## src/rtl/ov7670_config_seq.sv

```systemverilog
// Walks the OV7670 settings ROM from address 0 and turns each entry into an SCCB
// register write, a millisecond-scale delay, or the end of the sequence.
module ov7670_config_seq #(
  parameter int unsigned DELAY_UNIT_CYCLES = 27000,
  parameter int unsigned MAX_RETRY         = 3,
  parameter int unsigned ROM_LAST_ADDR     = 255
) (
  input  logic        clk,
  input  logic        reset_n,
  input  logic        start_i,
  output logic [7:0]  rom_addr_o,
  input  logic [15:0] rom_data_i,
  output logic        sccb_valid_o,
  input  logic        sccb_ready_i,
  output logic [7:0]  sccb_reg_o,
  output logic [7:0]  sccb_data_o,
  input  logic        sccb_done_i,
  input  logic        sccb_nack_i,
  output logic        busy_o,
  output logic        done_o,
  output logic        error_o,
  output logic [7:0]  fail_addr_o
);

  typedef enum logic [3:0] {
    IDLE, FETCH, DECODE, REQ, WAIT, DELAY, NEXT, DONE, ERROR
  } state_t;

  localparam logic [7:0] RETRY_LIMIT = 8'(MAX_RETRY);
  localparam logic [7:0] LAST_ADDR   = 8'(ROM_LAST_ADDR);

  state_t      state;
  logic [7:0]  retry_cnt;
  logic [31:0] delay_cnt;

  always_ff @(posedge clk or negedge reset_n) begin
    if (!reset_n) begin
      state        <= IDLE;
      rom_addr_o   <= '0;
      sccb_valid_o <= 1'b0;
      sccb_reg_o   <= '0;
      sccb_data_o  <= '0;
      busy_o       <= 1'b0;
      done_o       <= 1'b0;
      error_o      <= 1'b0;
      fail_addr_o  <= '0;
      retry_cnt    <= '0;
      delay_cnt    <= '0;
    end else begin
      case (state)
        IDLE, DONE, ERROR: begin
          if (start_i) begin
            rom_addr_o <= '0;
            done_o     <= 1'b0;
            error_o    <= 1'b0;
            retry_cnt  <= '0;
            busy_o     <= 1'b1;
            state      <= FETCH;
          end
        end
        FETCH: state <= DECODE;
        DECODE: begin
          if (rom_data_i == 16'hFFFF) begin
            busy_o <= 1'b0;
            done_o <= 1'b1;
            state  <= DONE;
          end else if (rom_data_i[15:8] == 8'hFF) begin
            delay_cnt <= 32'(rom_data_i[7:0]) * 32'(DELAY_UNIT_CYCLES);
            state     <= DELAY;
          end else begin
            sccb_reg_o   <= rom_data_i[15:8];
            sccb_data_o  <= rom_data_i[7:0];
            sccb_valid_o <= 1'b1;
            state        <= REQ;
          end
        end
        REQ: begin
          if (sccb_ready_i) begin
            sccb_valid_o <= 1'b0;
            state        <= WAIT;
          end
        end
        WAIT: begin
          if (sccb_done_i) begin
            if (!sccb_nack_i) begin
              state <= NEXT;
            end else if (retry_cnt < RETRY_LIMIT) begin
              // reg/data registers still hold the failed write, so a retry only re-raises valid
              retry_cnt    <= retry_cnt + 8'd1;
              sccb_valid_o <= 1'b1;
              state        <= REQ;
            end else begin
              fail_addr_o <= rom_addr_o;
              busy_o      <= 1'b0;
              error_o     <= 1'b1;
              state       <= ERROR;
            end
          end
        end
        DELAY: begin
          if (delay_cnt == '0) state <= NEXT;
          else                 delay_cnt <= delay_cnt - 32'd1;
        end
        NEXT: begin
          retry_cnt <= '0;
          if (rom_addr_o == LAST_ADDR) begin
            busy_o <= 1'b0;
            done_o <= 1'b1;
            state  <= DONE;
          end else begin
            rom_addr_o <= rom_addr_o + 8'd1;
            state      <= FETCH;
          end
        end
        default: state <= IDLE;
      endcase
    end
  end

endmodule

```

## config.mk

```make
export PLATFORM = sky130hd
export DESIGN_NAME = ov7670_config_seq
export DESIGN_NICKNAME = d
export VERILOG_FILES = /design/src/rtl/ov7670_config_seq.sv
export SDC_FILE = /design/constraint.sdc
export NUM_CORES = 1
export LEC_CHECK = 0
export ABC_AREA = 1
export CAP_MARGIN = 20
export CORE_MARGIN = 3
export CORE_UTILIZATION = 60
export CTS_BUF_LIST = sky130_fd_sc_hd__clkbuf_4 sky130_fd_sc_hd__clkbuf_8
export DETAILED_ROUTE_END_ITERATION = 12
export PLACE_DENSITY = 0.82
export SYNTH_ARGS = -nofsm -noshare
export SYNTH_HDL_FRONTEND = slang
export SYNTH_SLANG_ARGS = --single-unit
```

## constraint.sdc

```tcl
create_clock -name clk -period 2.9 [get_ports clk]
set_input_delay 0.58 -clock clk [delete_from_list [all_inputs] [get_ports clk]]
set_output_delay 0.58 -clock clk [all_outputs]
set_load 0.05 [all_outputs]
```

==> impl_results.md, run 1 <==
- Status: complete, but fails checks
- Failing checks: setup timing
- Grt ovf: 0
- Final setup vio count: 15
- Synth top area cells: dfrtp_1 (29%), nand2_1 (15%), ha_1 (10%)
- Pwr/cell area: around 1000 mW/mm^2
- Synth Area per Inst: 7.05 um^2
- Post-Syn Instances: just under 1000
- Unrepaired setup endpoints after global routing: true
- Max VDD drop: 0.699 mV
- DR WL/cell: approximately 17 um
- Worst Skew: roughly 14 ps
- Nets: 1192
- Worst skew pair latency: 400 ps
- Max Slew Vio Count: 0
- Synthesized Nets: 1082
- Leakage power: ~4.6 nW
- Post-place setup slack: -1470 ps
- Initial antenna violation count: 0
- Vias per inst: about 5.5
- First-pass GRT wire length: 30.0 mm
- Worst Path Max Fanout: 4
- Largest net degree at the start of global routing: 43
- CTS buffer count: 9
- Worst hold slack: roughly 170 ps
- WL final: about 20 mm
- CP Launch Type: input port
- Routed Antenna Nets: 0
- Setup slack, reg-to-reg: slightly above 800 ps
- Worst path cell trace: buf_8, fa_1, inv_2, buf_6, fa_2, inv_2, fa_1, fa_2, ha_4, nand2_4, inv_4, a21oi_2, nand2_2, or2_4, nand3_2, nand2_1, nand2_1, o21ai_2
- CP max stage delay: 650 ps
- Delay-heaviest family, CP: adder cells
- CP startpoint: rom_data_i[6]
- DP HPWL: about 13 mm
- Die span in x: 113 um
- Fmax: 269 MHz
- Post-synthesis compound-gate area fraction: 0.0790
- Worst min path class: in -> async
- R2R cell count: 12
- FFs w/ async S/R, synth: 1.00
- Core Footprint: between 0.01 and 0.015 mm^2
- EDFF count, synth: 0
- Met1 WL: 8.10 mm
- Synth Area in XOR/XNOR: 0.0178
- Clock Path Buffers: 2
- Overall global routing resource usage: 0.290
- Starting Density: 0.625
- Synthesized area: approximately 0.007 mm^2
- Critical-path top delay cell: fa_2
- Largest family of logic cells by synthesized area: simple AND/OR/NAND/NOR gates
- Vias in the first global route: 6547
- Final Instance Area: around 0.0087 mm^2
- Diode count: 0
- Worst path bufs/invs: 5
- Most common cell in the netlist: nand2_1
- Synth Area in Simple Gates: 0.311
- Crit path DAT: roughly 4000 ps
- GP Congestion: a little over 0.9
- CTS Sinks: 80
- Die H: 113 um
- Final hold viol count: 0
- CP required: around 3200 ps
- Primary FF master, synth: dfrtp_1
- Top cell type's share of synthesized area: 0.291
- Final worst slack: -823 ps
- Worst-margin pin slew: just under 600 ps
- Stages on the worst setup path: 18
- Max-cap violations: 0
- Kind of critical path: in -> reg
- Util after Layout: 0.791
- Ports: 58
- Die area: around 0.013 mm^2
- Final min period: between 3000 and 4000 ps
- Clk pin slew, worst setup/hold paths: 90 ps
- TritonCTS clock tree: yes
- Flip-flop and latch count after synthesis: 80
- Sequential area share after synthesis: 0.291
- Largest area contributor in the netlist: dfrtp_1
- Via Count: roughly 6800
- Reg2reg end: delay_cnt[22]$_DFFE_PN0P_
- Post-synth cell types: 43
- H-tree Lvls: 3
- Port buffer count: 57
- Root Buffer: clkbuf_8
- Post-DP Area: ~0.0081 mm^2
- Final worst path period share: 1.28
- Drt pass-1 iters: 5
- Mux cell area share after synthesis: 0.0114
- R2R Path Start: delay_cnt[0]$_DFFE_PN0P_
- Initial DRC count: approximately 510
- Area Overhead vs Synth: 26.6%
- Metal3 WL: 1.09 mm
- # rows: 38
- # DRC: 0
- Hold-fix buffer count after cts: 0
- Yosys warnings: 0
- Max Used Layer: met4
- Worst Setup EP: delay_cnt[14]$_DFFE_PN0P_
- Share of layout cells above drive strength 1: 0.208
- CP endpoint kind: flop
- Met2 WL: between 10 and 15 mm
- Adder-cell share of the synthesized area: 0.176
- Rel. slew slack: 0.608
- Most frequent cells after synthesis: nand2_1 (279), inv_1 (177), nor2_1 (113)
==> layer usage <==
metal | up-vias | GRT usage
li1 | 3255 | -
met1 | 3213 | 0.360
met2 | 254 | 0.501
met3 | 76 | 0.0626
met4 | 0 | 0.0978
met5 | - | 0
==> layout by cell type (no fill, tap or decap), types with 7 or more instances in the layout <==
cell type	synthesis	final
fa_1	25	20
ha_4	0	17
nor2_2	9	13
nand2_4	0	8
nand2_2	4	22
nand2_1	279	253
o21ai_0	31	28
nand4_1	10	10
nor2_1	113	108
clkdlybuf4s50_1	0	48
nand3_2	3	14
nor3_1	9	8
o21ai_1	19	21
mux2_2	7	7
buf_6	5	9
clkbuf_8	0	9
inv_1	177	160
a21oi_2	1	10
xor2_1	11	11
o21ai_2	10	11
buf_4	2	49
dfrtp_1	80	80
a21oi_1	25	16
nand3_1	59	46
inv_2	3	18
ha_1	57	39
==> area by class of cell <==
type	count	area [um^2]
Clock inverter	7	87.6
Fill cell	739	2310
Multi-Input combinational cell	701	4580
Sequential cell	80	2000
Tap cell	140	175
Timing Repair Buffer	114	1060
Clock buffer	9	124
Inverter	182	688
==> kinds of logic after synthesis <==
family          count (synthesis)
compound gates                 95
xor+xnor                       14
fa+ha+maj                      82
buf+inv                       197
flops                          80
mux                             7
simple gates                  503
==> metrics by stage <==
step           total power, mW  setup TNS [ps]  std cells
2_1_floorplan             5.52           -9570        978
3_3_place_gp              6.82          -21000       1212
3_5_place_dp              6.95          -21630       1212
4_1_cts                   8.15           -8340       1231
5_1_grt                   9.35          -10550       1233
6_report                  8.73           -9470       1233
==> how the worst min path moves through the flow <==
stage,start,to,slack (ps),cells after the start
floorplan,reset_n,busy_o$_DFFE_PN0P_,280,0
global placement,fail_addr_o[3]$_DFFE_PN0P_,fail_addr_o[3]$_DFFE_PN0P_,460,2
detailed placement,busy_o$_DFFE_PN0P_,busy_o$_DFFE_PN0P_,470,2
CTS,reset_n,delay_cnt[7]$_DFFE_PN0P_,200,1
global route,reset_n,delay_cnt[7]$_DFFE_PN0P_,190,1
finish,reset_n,delay_cnt[7]$_DFFE_PN0P_,170,1
==> power breakdown <==
part	switching (mW)	internal, mW
registers	0.321	1.47
clock network	0.516	0.414
logic	3.71	2.31
total	4.55	4.19
==> worst register-to-register path, delay by kind of cell, from the launching register on <==
kind,cells,cell delay [ps]
AO/OA/AOI/OAI,1,30
adder cells (fa/ha/maj),1,220
buffers and inverters,3,380
flip-flops,1,390
AND/OR/NAND/NOR,7,970
==> what timing repair did <==
action                     CTS  global route
setup buffers                3             4
gates resized for setup     72            66
setup endpoints to repair   17            15
pin swaps                   29            47
==> registers in the layout, summed over array words and instances, names as in the netlist <==
register      count
rom_addr_o        8
sccb_reg_o        8
error_o           1
sccb_data_o       8
busy_o            1
done_o            1
delay_cnt        32
retry_cnt         8
fail_addr_o       8
state             4
sccb_valid_o      1
Power figures use the tool's default switching activity.
==> run 2, diff against run 1 <==
Settings changed: ABC_AREA 1 to 0, CTS_CLUSTER_DIAMETER set to 40, PLACE_DENSITY 0.82 to 0.83.
==> impl_results.md, run 2 <==
- Failing checks: setup timing (unchanged)
- WL final: 17.3 mm (was 20.3 mm)
- Primary FF master, synth: dfrtp_1 (unchanged)
- Core Footprint: 0.00986 mm^2 (was 0.0110 mm^2)
- Leading cell types in the layout, fill and taps excluded: buf_4 (90), dfrtp_1 (80), inv_1 (63), nor2_1 (53), clkdlybuf4s50_1 (48) (was nand2_1 (253), inv_1 (160), nor2_1 (108), dfrtp_1 (80), buf_4 (49))
- Post-place setup slack: -1750 ps (was -1470 ps)
- Most frequent cells after synthesis: dfrtp_1 (80), inv_1 (73), ha_1 (57) (was nand2_1 (279), inv_1 (177), nor2_1 (113))
- Flip-flop count of the largest register after layout: 32 (unchanged)
- Port buffer count: 57 (unchanged)
- Sequential area share after synthesis: 0.326 (was 0.291)
- Final hold viol count: 0 (unchanged)
- Unrepaired setup endpoints after global routing: true (unchanged)
- DP Cell Count: 935 (was 1212)
- Flip-flop and latch count after synthesis: 80 (unchanged)
- CTS Sinks: 80 (unchanged)
- Critical-path top delay cell: fa_1 (was fa_2)
- Overall power: 7.68 mW (was 8.73 mW)
- Worst hold slack: 106 ps (was 166 ps)
- Final worst slack: -1030 ps (was -823 ps)
- Worst path cell trace: buf_8, fa_1, inv_2, fa_1, inv_1, fa_1, ha_1, ha_4, a21o_1, o311ai_4, buf_4, a21oi_2, xnor2_1, o21ai_1 (was buf_8, fa_1, inv_2, buf_6, fa_2, inv_2, fa_1, fa_2, ha_4, nand2_4, inv_4, a21oi_2, nand2_2, or2_4, nand3_2, nand2_1, nand2_1, o21ai_2)
- Area Overhead vs Synth: 32.0% (was 26.6%)
- Die H: 107 um (was 113 um)
- Grt ovf: 0 (unchanged)
- Max VDD drop: 0.793 mV (was 0.699 mV)
- Initial DRC count: 426 (was 507)
- Worst Skew: 12.9 ps (was 14.0 ps)
- Starting Density: 0.623 (was 0.625)
- Post-Syn Instances: 683 (was 978)
- Routed Antenna Nets: 0 (unchanged)
- Most flop-heavy register: delay_cnt (unchanged)
- CP endpoint kind: flop (unchanged)
- Vias per inst: 6.09 (was 5.51)
- EDFF count, synth: 0 (unchanged)
- CP Launch Type: input port (unchanged)
- Largest area contributor in the netlist: dfrtp_1 (unchanged)
- Final setup vio count: 14 (was 15)
- Overall global routing resource usage: 0.302 (was 0.290)
- Fmax: 254 MHz (was 269 MHz)
- # DRC: 0 (unchanged)
- Worst-margin pin slew: 573 ps (was 588 ps)
- Most used cell, CP: fa_1
- CP max stage delay: 560 ps (was 650 ps)
- DR WL/cell: 18.0 um (was 16.5 um)
- GP Congestion: 0.940 (was 0.922)
- Ports: 58 (unchanged)
- Post-synth cell types: 63 (was 43)
- Clk pin slew, worst setup/hold paths: 90 ps (about the same)
- Worst skew pair latency: 360 ps (was 400 ps)
- Final min period: 3930 ps (was 3720 ps)
- Synthesized Nets: 787 (was 1082)
- Largest net degree at the start of global routing: 81 (was 43)
- Pwr/cell area: 947 mW/mm^2 (was 1000 mW/mm^2)
- Crit path DAT: 4190 ps (was 4010 ps)
- Synthesized area: 0.00614 mm^2 (was 0.00689 mm^2)
- First-pass GRT wire length: 27.9 mm (was 30.0 mm)
- Die area: 0.0115 mm^2 (was 0.0128 mm^2)
- Vias in the first global route: 6036 (was 6547)
- Util after Layout: 0.822 (was 0.791)
- Synth Area per Inst: 8.99 um^2 (was 7.05 um^2)
- Status: complete, but fails checks (unchanged)
- Die span in x: 107 um (was 113 um)
- Drt pass-1 iters: 8 (was 5)
- Nets: 925 (was 1192)
- TritonCTS clock tree: yes (unchanged)
- Worst min path class: in -> async (unchanged)
- H-tree Lvls: 3 (unchanged)
- Synth top area cells: dfrtp_1 (33%), ha_1 (12%), fa_1 (8.1%) (was dfrtp_1 (29%), nand2_1 (15%), ha_1 (10%))
- Worst Path Max Fanout: 6 (was 4)
- Most common cell in the netlist: dfrtp_1 (was nand2_1)
- Via Count: 5838 (was 6798)
- Diode count: 0 (unchanged)
- Kind of critical path: in -> reg (unchanged)
- Final worst path period share: 1.36 (was 1.28)
- Root Buffer: clkbuf_8 (unchanged)
- Leakage power: 3.67 nW (was 4.55 nW)
- Final non-filler cell total: 959 (was 1233)
- # rows: 36 (was 38)
- Hold-fix buffer count after cts: 0 (unchanged)
- Clock Path Buffers: 2 (unchanged)
- FFs w/ async S/R, synth: 1.00 (unchanged)
- CTS buffer count: 9 (unchanged)
- Initial antenna violation count: 0 (unchanged)
- DP HPWL: 12.3 mm (was 13.3 mm)
- Rel. slew slack: 0.615 (was 0.608)
- Max Slew Vio Count: 0 (unchanged)
- Top cell type's share of synthesized area: 0.326 (was 0.291)
- Commonest non-fill, non-tap cell in the layout: buf_4 (was nand2_1)
- Yosys warnings: 0 (unchanged)
- CP required: 3160 ps (was 3190 ps)
- Max-cap violations: 0 (unchanged)
- Share of layout cells above drive strength 1: 0.248 (was 0.208)
-- run 2: cells by family after synthesis --
logic type	Yosys count	synth area share
compound gates	182	0.183
mux	20	0.0365
buf+inv	100	0.0621
flops	80	0.326
fa+ha+maj	82	0.198
xor+xnor	19	0.0271
simple gates	200	0.168
-- run 2: cell type report --
| class | instances | area [um^2] |
|---|---|---|
| clock buffer | 9 | 124 |
| clock inverter | 7 | 78.8 |
| fill | 543 | 1760 |
| inverter | 73 | 274 |
| multi-input combinational | 503 | 4110 |
| sequential | 80 | 2000 |
| tap | 133 | 166 |
| timing repair buffer | 154 | 1360 |
-- run 2: where the power goes --
| group | total (mW) | internal [mW] | switching [mW] |
|---|---|---|---|
| clock | 0.867 | 0.407 | 0.460 |
| combinational | 4.94 | 2.23 | 2.71 |
| sequential | 1.87 | 1.48 | 0.382 |
| total | 7.68 | 4.12 | 3.55 |
-- run 2: per-layer routing --
layer	part of all wire	routed length, um	GRT usage
met1	0.40	6870	0.371
met5	0	0	0
met2	0.52	8940	0.522
met3	0.053	918	0.0470
met4	0.033	564	0.136
-- run 2: metrics by stage --
step	cell area, um^2	setup TNS, ps
after CTS	7980	-11390
after global placement	7590	-22660
after detailed placement	7590	-24740
after global routing	8110	-12940
final	8110	-11860
after floorplan	6260	-11770
-- run 2: worst paths after layout --
kind	startpoint	end	slack [ps]	cells after the start
max	rom_data_i[7]	delay_cnt[22]$_DFFE_PN0P_	-1030	14
min	reset_n	delay_cnt[30]$_DFFE_PN0P_	110	1
max reg2reg	delay_cnt[0]$_DFFE_PN0P_	delay_cnt[21]$_DFFE_PN0P_	290	9
min reg2reg	delay_cnt[25]$_DFFE_PN0P_	delay_cnt[25]$_DFFE_PN0P_	490	1
max in group asynchronous	reset_n	sccb_reg_o[2]$_DFFE_PN0P_	2200	2
min in group clk	delay_cnt[25]$_DFFE_PN0P_	delay_cnt[25]$_DFFE_PN0P_	490	1
-- run 2: critical path, delay by kind of cell --
family / cells / cell delay (ps)
AOI/OAI and AO/OA: 4 / 840
buffers and inverters: 4 / 430
adders and majority gates: 5 / 2170
xor gates and xnor gates: 1 / 180
-- run 2: repair_timing --
| item | in CTS | in global routing |
|---|---|---|
| pin swaps | 38 | 34 |
| setup endpoints to repair | 17 | 15 |
| resized for setup | 70 | 27 |
| buffers inserted | 5 | 3 |
| hold endpoints to repair | 0 | 0 |
==> run 3, diff against run 2 <==
Settings changed: ABC_AREA 0 to not set, CTS_CLUSTER_SIZE set to 8.
==> results of run 3 <==
Final layout, timing and power as in run 2 (identical DEF).
